[config.mk]
export PLATFORM = sky130hd
export DESIGN_NAME = qrs_peak_tracker
export DESIGN_NICKNAME = d
export VERILOG_FILES = /design/src/rtl/qrs_peak_tracker.sv
export SDC_FILE = /design/constraint.sdc
export NUM_CORES = 1
export LEC_CHECK = 0
export BUFFER_PORTS_ARGS = -buffer_cell sky130_fd_sc_hd__buf_2
export CORE_ASPECT_RATIO = 0.8
export CORE_UTILIZATION = 45
export DETAILED_ROUTE_END_ITERATION = 10
export SETUP_SLACK_MARGIN = 0.02
export SYNTH_ARGS = -nofsm -noshare
export SYNTH_HDL_FRONTEND = slang
export SYNTH_SLANG_ARGS = --single-unit
[constraint.sdc]
create_clock -name i_clk -period 6 [get_ports i_clk]
set_input_delay 0.3 -clock i_clk [delete_from_list [all_inputs] [get_ports i_clk]]
set_output_delay 0.3 -clock i_clk [all_outputs]
set_load 0.005 [all_outputs]
[src/rtl/qrs_peak_tracker.sv]
// R-peak detector for one ECG channel: moving-average baseline removal, adaptive
// decaying threshold, QRS/refractory FSM and a one-entry valid/ready RR output.
module qrs_peak_tracker #(
  parameter int unsigned DATA_WIDTH  = 11,
  parameter int unsigned CTR_WIDTH   = 22,
  parameter int unsigned N_SHORT     = 16,
  parameter int unsigned LEARN_LEN   = 256,
  parameter int unsigned QRS_MAX     = 40,
  parameter int unsigned REFRACT_LEN = 72
) (
  input  logic                         i_clk,
  input  logic                         i_rst,
  input  logic                         i_ce,
  input  logic signed [DATA_WIDTH-1:0] i_sample,
  input  logic                         i_sample_valid,
  output logic                         o_rr_valid,
  input  logic                         i_rr_ready,
  output logic [DATA_WIDTH-1:0]        o_rr_period,
  output logic [CTR_WIDTH-1:0]         o_r_peak_sample_num,
  output logic                         o_rr_dropped,
  output logic [DATA_WIDTH-1:0]        o_threshold,
  output logic [2:0]                   o_state
);

  localparam int unsigned LOG2N = $clog2(N_SHORT);
  localparam int unsigned SUM_W = DATA_WIDTH + LOG2N;
  localparam int unsigned CNT_W = $clog2(N_SHORT + LEARN_LEN + QRS_MAX + REFRACT_LEN + 1);
  localparam logic [DATA_WIDTH-1:0] FEAT_MAX = '1;

  typedef enum logic [2:0] {
    ST_FILL    = 3'd0,
    ST_LEARN   = 3'd1,
    ST_SEARCH  = 3'd2,
    ST_QRS     = 3'd3,
    ST_REFRACT = 3'd4
  } state_e;

  logic signed [DATA_WIDTH-1:0] sr_q [N_SHORT];
  logic signed [DATA_WIDTH-1:0] sr_d [N_SHORT];
  logic [CTR_WIDTH-1:0]         idx_q, idx_d, s1_idx_q, s1_idx_d, s2_idx_q, s2_idx_d;
  logic [CTR_WIDTH-1:0]         f_idx_q, f_idx_d, pk_idx_q, pk_idx_d, prev_idx_q, prev_idx_d;
  logic [CTR_WIDTH-1:0]         new_idx_q, new_idx_d, rr_num_q, rr_num_d;
  logic signed [DATA_WIDTH-1:0] s1_new_q, s1_new_d, s1_old_q, s1_old_d, s2_smp_q, s2_smp_d;
  logic signed [SUM_W-1:0]      sum_q, sum_d;
  logic                         s1_v_q, s1_v_d, s2_v_q, s2_v_d, f_v_q, f_v_d;
  logic [DATA_WIDTH-1:0]        feat_q, feat_d, plev_q, plev_d, pk_q, pk_d;
  logic [DATA_WIDTH-1:0]        new_rr_q, new_rr_d, rr_period_q, rr_period_d;
  state_e                       state_q, state_d;
  logic [CNT_W-1:0]             cnt_q, cnt_d;
  logic [7:0]                   dec_q, dec_d;
  logic                         have_prev_q, have_prev_d, new_v_q, new_v_d;
  logic                         rr_valid_q, rr_valid_d, dropped_q, dropped_d;

  logic                         accept;
  logic signed [DATA_WIDTH-1:0] ma;
  logic signed [DATA_WIDTH:0]   diff;
  logic [DATA_WIDTH:0]          mag;
  logic [DATA_WIDTH-1:0]        feat_c, thr, pk_new, dec_plev;
  logic [CTR_WIDTH-1:0]         pk_new_idx, rr_raw;
  logic                         fv, declare;

  assign accept = i_ce & i_sample_valid;
  assign thr    = plev_q >> 1;
  assign fv     = i_ce & f_v_q;

  // Sample pipeline: shift register/index, running sum, then |sample - ma| feature
  always_comb begin
    sr_d     = sr_q;
    idx_d    = idx_q;
    s1_v_d   = s1_v_q;
    s1_new_d = s1_new_q;
    s1_old_d = s1_old_q;
    s1_idx_d = s1_idx_q;
    sum_d    = sum_q;
    s2_v_d   = s2_v_q;
    s2_smp_d = s2_smp_q;
    s2_idx_d = s2_idx_q;
    f_v_d    = f_v_q;
    feat_d   = feat_q;
    f_idx_d  = f_idx_q;
    ma       = DATA_WIDTH'(sum_q >>> LOG2N);
    diff     = (DATA_WIDTH+1)'(s2_smp_q) - (DATA_WIDTH+1)'(ma);
    mag      = diff[DATA_WIDTH] ? -diff : diff;
    feat_c   = (mag > (DATA_WIDTH+1)'(FEAT_MAX)) ? FEAT_MAX : mag[DATA_WIDTH-1:0];
    if (i_ce) begin
      s1_v_d = i_sample_valid;
      s2_v_d = s1_v_q;
      f_v_d  = s2_v_q;
    end
    if (accept) begin
      sr_d[0] = i_sample;
      for (int i = 1; i < int'(N_SHORT); i++) sr_d[i] = sr_q[i-1];
      s1_new_d = i_sample;
      s1_old_d = sr_q[N_SHORT-1];
      s1_idx_d = idx_q;
      idx_d    = idx_q + CTR_WIDTH'(1);
    end
    if (i_ce && s1_v_q) begin
      sum_d    = sum_q + SUM_W'(s1_new_q) - SUM_W'(s1_old_q);
      s2_smp_d = s1_new_q;
      s2_idx_d = s1_idx_q;
    end
    if (i_ce && s2_v_q) begin
      feat_d  = feat_c;
      f_idx_d = s2_idx_q;
    end
  end

  // Detection FSM and peak-level tracking, advanced once per feature
  always_comb begin
    state_d     = state_q;
    cnt_d       = cnt_q;
    dec_d       = dec_q;
    plev_d      = plev_q;
    pk_d        = pk_q;
    pk_idx_d    = pk_idx_q;
    declare     = 1'b0;
    pk_new      = (feat_q > pk_q) ? feat_q : pk_q;
    pk_new_idx  = (feat_q > pk_q) ? f_idx_q : pk_idx_q;
    dec_plev    = plev_q - (plev_q >> 4);
    if (dec_plev == '0) dec_plev = DATA_WIDTH'(1);
    if (fv) begin
      unique case (state_q)
        ST_FILL: begin
          cnt_d = cnt_q + CNT_W'(1);
          if (cnt_q == CNT_W'(N_SHORT - 1)) begin
            cnt_d   = '0;
            state_d = ST_LEARN;
          end
        end
        ST_LEARN: begin
          if (feat_q > plev_q) plev_d = feat_q;
          cnt_d = cnt_q + CNT_W'(1);
          if (cnt_q == CNT_W'(LEARN_LEN - 1)) begin
            cnt_d   = '0;
            dec_d   = '0;
            state_d = ST_SEARCH;
          end
        end
        ST_SEARCH: begin
          if (feat_q > thr) begin
            pk_d     = feat_q;
            pk_idx_d = f_idx_q;
            cnt_d    = '0;
            dec_d    = '0;
            state_d  = ST_QRS;
          end else begin
            dec_d = dec_q + 8'd1;
            if (dec_q == 8'hff) plev_d = dec_plev;
          end
        end
        ST_QRS: begin
          pk_d     = pk_new;
          pk_idx_d = pk_new_idx;
          cnt_d    = cnt_q + CNT_W'(1);
          if (feat_q <= thr || cnt_q == CNT_W'(QRS_MAX - 1)) begin
            declare = 1'b1;
            cnt_d   = '0;
            plev_d  = plev_q - (plev_q >> 3) + (pk_new >> 3);
            state_d = ST_REFRACT;
          end
        end
        ST_REFRACT: begin
          cnt_d = cnt_q + CNT_W'(1);
          if (cnt_q == CNT_W'(REFRACT_LEN - 1)) begin
            cnt_d   = '0;
            dec_d   = '0;
            state_d = ST_SEARCH;
          end
        end
        default: state_d = ST_FILL;
      endcase
    end
  end

  // RR computation against the previous peak; the first peak only seeds prev_idx
  always_comb begin
    have_prev_d = have_prev_q;
    prev_idx_d  = prev_idx_q;
    new_v_d     = i_ce ? 1'b0 : new_v_q;
    new_rr_d    = new_rr_q;
    new_idx_d   = new_idx_q;
    rr_raw      = pk_new_idx - prev_idx_q;
    if (declare) begin
      have_prev_d = 1'b1;
      prev_idx_d  = pk_new_idx;
      if (have_prev_q) begin
        new_v_d   = 1'b1;
        new_idx_d = pk_new_idx;
        new_rr_d  = (rr_raw > CTR_WIDTH'(FEAT_MAX)) ? FEAT_MAX : DATA_WIDTH'(rr_raw);
      end
    end
  end

  // One-entry output register; a result arriving while a held result is stalled is dropped
  always_comb begin
    rr_valid_d  = rr_valid_q;
    rr_period_d = rr_period_q;
    rr_num_d    = rr_num_q;
    dropped_d   = 1'b0;
    if (rr_valid_q && i_rr_ready) rr_valid_d = 1'b0;
    if (i_ce && new_v_q) begin
      if (!rr_valid_q || i_rr_ready) begin
        rr_valid_d  = 1'b1;
        rr_period_d = new_rr_q;
        rr_num_d    = new_idx_q;
      end else begin
        dropped_d = 1'b1;
      end
    end
  end

  always_ff @(posedge i_clk) begin
    if (i_rst) begin
      sr_q        <= '{default: '0};
      idx_q       <= '0;
      s1_v_q      <= 1'b0;
      s1_new_q    <= '0;
      s1_old_q    <= '0;
      s1_idx_q    <= '0;
      sum_q       <= '0;
      s2_v_q      <= 1'b0;
      s2_smp_q    <= '0;
      s2_idx_q    <= '0;
      f_v_q       <= 1'b0;
      feat_q      <= '0;
      f_idx_q     <= '0;
      state_q     <= ST_FILL;
      cnt_q       <= '0;
      dec_q       <= '0;
      plev_q      <= '0;
      pk_q        <= '0;
      pk_idx_q    <= '0;
      have_prev_q <= 1'b0;
      prev_idx_q  <= '0;
      new_v_q     <= 1'b0;
      new_rr_q    <= '0;
      new_idx_q   <= '0;
      rr_valid_q  <= 1'b0;
      rr_period_q <= '0;
      rr_num_q    <= '0;
      dropped_q   <= 1'b0;
    end else begin
      sr_q        <= sr_d;
      idx_q       <= idx_d;
      s1_v_q      <= s1_v_d;
      s1_new_q    <= s1_new_d;
      s1_old_q    <= s1_old_d;
      s1_idx_q    <= s1_idx_d;
      sum_q       <= sum_d;
      s2_v_q      <= s2_v_d;
      s2_smp_q    <= s2_smp_d;
      s2_idx_q    <= s2_idx_d;
      f_v_q       <= f_v_d;
      feat_q      <= feat_d;
      f_idx_q     <= f_idx_d;
      state_q     <= state_d;
      cnt_q       <= cnt_d;
      dec_q       <= dec_d;
      plev_q      <= plev_d;
      pk_q        <= pk_d;
      pk_idx_q    <= pk_idx_d;
      have_prev_q <= have_prev_d;
      prev_idx_q  <= prev_idx_d;
      new_v_q     <= new_v_d;
      new_rr_q    <= new_rr_d;
      new_idx_q   <= new_idx_d;
      rr_valid_q  <= rr_valid_d;
      rr_period_q <= rr_period_d;
      rr_num_q    <= rr_num_d;
      dropped_q   <= dropped_d;
    end
  end

  assign o_rr_valid          = rr_valid_q;
  assign o_rr_period         = rr_period_q;
  assign o_r_peak_sample_num = rr_num_q;
  assign o_rr_dropped        = dropped_q;
  assign o_threshold         = thr;
  assign o_state             = 3'(state_q);

endmodule

==> flow_summary.ini <==
[status]
outcome = completed

[synth]
ys_warn_count = 0
syn_nets = 2939
synth.area.top_cells = dfxtp_1 (43%), nand2_1 (13%), a21oi_1 (9.2%)
synth-edff-count = 0
synth_cells = 2793
synth_seq_cells = 471
netlist_area_um2 = 22000
ys_async_sr_fraction_pct = 0
ys_types = 82
synth_flop_cell = dfxtp_1
syn_avg_cell_area_um2 = 7.88
synth_top_area_cell = dfxtp_1
yosysSeqAreaShare_pct = 42.9
yosysTopAreaCellShare_pct = 42.9

[floorplan]
initial_core_util_pct = 45.6
die_height_um = 200
die_w_um = 249
dieArea_um2 = 49800
io_pins = 65
rows = 72
core_um2 = 48300

[job]
cap_viol_max_count = 0

[timing]
skew_ps = 19.9
finalCriticalPeriod_ps = 5320
rsz0062_at_grt = false
fin_ws_ps = 678
slew_viol_final = 0
max_slew_margin_pct = 31.0
setup_violations = 0
worstMarginPinSlew_ps = 1030
setup_tns_ps = 0
worst_hold_slack_ps = 46.1
period_share_pct = 88.7
fmax_mhz = 188
finalHoldViolCount = 0

[place]
placed_cell_area_um2 = 22700
post-place-cells = 3339
gp_congestion = 0.915
pre_cts_ws_ps = 720
io_buffers = 63
place_hpwl_um = 33500

[clock_tree]
cts_tree = yes
cts-root-buf = clkbuf_16
clkLatencyLatePin_ps = 600
numCtsBuffers = 48
post_cts_buffers = 0
h-tree-depth = 2
cts.sinks = 471
cts_buffer_depth = 3
path_clk_slew_ps = 60

[critical_path]
cp-end-kind = register
cp_num_buf_inv = 2
critPathArrivalTime_ps = 5770
crit_type = reg2reg
crit_family = compound AO/OA/AOI/OAI gates
crit_fanout = 13
crit_start = feat_q[10]
cp.required_ps = 6450
startpoint_type = register
crit_slowest_cell = nor2_4
reg2reg_from = feat_q[10]
crit_chain = ha_1 -> nand4_1 -> a211o_1 -> o211a_1 -> nor2_4 -> mux2i_1 -> ha_1 -> inv_1 -> fa_1 -> a211oi_1 -> o211ai_1 -> nand2_1 -> o21bai_1 -> a311oi_1 -> xor2_1 -> o211ai_2 -> nor4_2 -> buf_4 -> a211oi_1
cp_slowest_stage_delay_ps = 500

[final_layout]
multi_input_area_um2 = 11300
final_cell_mix = nand2_1 (734), dfxtp_1 (471), a21oi_1 (404)
finalNonFillerCells = 3437
area_delta_synth_final_pct = 10.6
seq_area_um2 = 9430
fin_nets = 2917
nFillCells = 4726
post_route_cells_drive_above_1_share_pct = 6.80
final_common_cell = nand2_1
diodes = 0
fin_area_um2 = 24300

[grt]
grt.busiest_layer = met2
grt_pass1_vias = 16600
grt_usage_pct = 19.8
grt_use_met1_pct = 27.8
grt_pass1_wl_um = 82700
grt_max_degree = 219
met2_usage_pct = 31.6
antenna_found_initial = 1
use_met3_pct = 3.14
overflow = 0

[route]
firstDrtPassIters = 6
wl_um = 49800
drc = 0
ant_nets = 0
drt_iter0_drc = 1102
viasPerCell = 5.26
via_count = 18100
avgRoutedWirePerCell_um = 14.5

[worst_hold_path]
hp-start = i_rr_ready
min_path_type = in2reg

[power]
leakagePower_nw = 8.83
p_per_area_nw_per_um2 = 278
ir_drop_uv = 245
cell families (layout without fill, tap and decap cells):
family / count (synthesis) / count (layout) / share of synthesized area [%]
compound gates: 677 / 677 / 18.5
xor+xnor: 75 / 75 / 3.02
fa+ha+maj: 130 / 130 / 8.25
buf+inv: 332 / 347 / 5.94
flops: 471 / 471 / 42.9
mux: 34 / 34 / 1.55
other cells: 1 / 1 / 0.0170
simple gates: 1073 / 1073 / 19.9
metrics by stage:
stage / total power [mW] / utilization, %
2_1_floorplan: 3.69 / -
3_3_place_gp: 3.82 / 46.9
3_5_place_dp: 3.83 / 46.9
4_1_cts: 6.86 / 50.4
5_1_grt: 7.04 / 50.4
6_report: 6.77 / 50.4
synthesized netlist by cell type, drive strengths merged (5+ instances only):
library cell / count
a21o: 19
nand3: 27
nor2b: 15
xnor2: 35
nor3: 31
clkbuf: 136
or3: 10
a31oi: 14
fa: 25
mux2i: 34
o21ai: 52
inv: 165
xor2: 40
o211ai: 6
o41ai: 5
nand2b: 12
a221oi: 6
and2: 6
nand2: 735
ha: 105
o21a: 23
and3: 12
a211oi: 89
buf: 31
nor4: 8
o31ai: 7
a21oi: 406
nor2: 185
dfxtp: 471
nand4: 14
report_power, final:
| part | internal, mW | switching, mW |
|---|---|---|
| combinational | 0.219 | 0.392 |
| clock | 1.74 | 1.26 |
| sequential | 3.14 | 0.0152 |
| total | 5.10 | 1.67 |
registers in the layout, summed over array words and instances, names as in the netlist, 15 cells and up:
register	cells
sum_q	15
f_idx_q	22
prev_idx_q	22
s1_idx_q	22
pk_idx_q	22
sr_q	165
s2_idx_q	22
o_r_peak_sample_num	22
new_idx_q	22
idx_q	22
worst register-to-register path, stage by stage (launching register included):
cell	delay, ps
dfxtp_1	410
ha_1	350
nand4_1	160
a211o_1	300
o211a_1	240
nor2_4	500
mux2i_1	370
ha_1	230
inv_1	60
fa_1	420
a211oi_1	330
o211ai_1	180
nand2_1	130
o21bai_1	170
a311oi_1	360
xor2_1	250
o211ai_2	120
nor4_2	280
buf_4	220
a211oi_1	80
what timing repair did:
| item | 4_1_cts | 5_1_grt |
|---|---|---|
| hold buffers | 11 | 0 |
| gates resized for setup | 0 | 0 |
| endpoints found under the hold margin | 11 | 0 |
area by class of cell:
class,instances,share of cell area (%)
clock buffer,70,5.69
clock inverter,17,0.792
inverter,165,2.54
multi-input combinational,1990,46.5
sequential,471,38.7
tap,629,3.23
timing repair buffer,95,2.54
routing by layer:
layer  share of wire (%)  up-vias
met5                   0        -
met4                 2.0        0
met3                 4.5       68
met2                  43      325
met1                  50     8368
li1                    -     9305
worst paths after layout:
kind / to / slack [ps] / depth (start not counted)
hold reg to reg: s2_idx_q[3] / 440 / 2
setup / recovery: new_rr_q[9] / 680 / 19
setup reg to reg: new_rr_q[9] / 680 / 19
hold / removal: o_rr_dropped / 50 / 3
(Power assumes the default switching activity.)
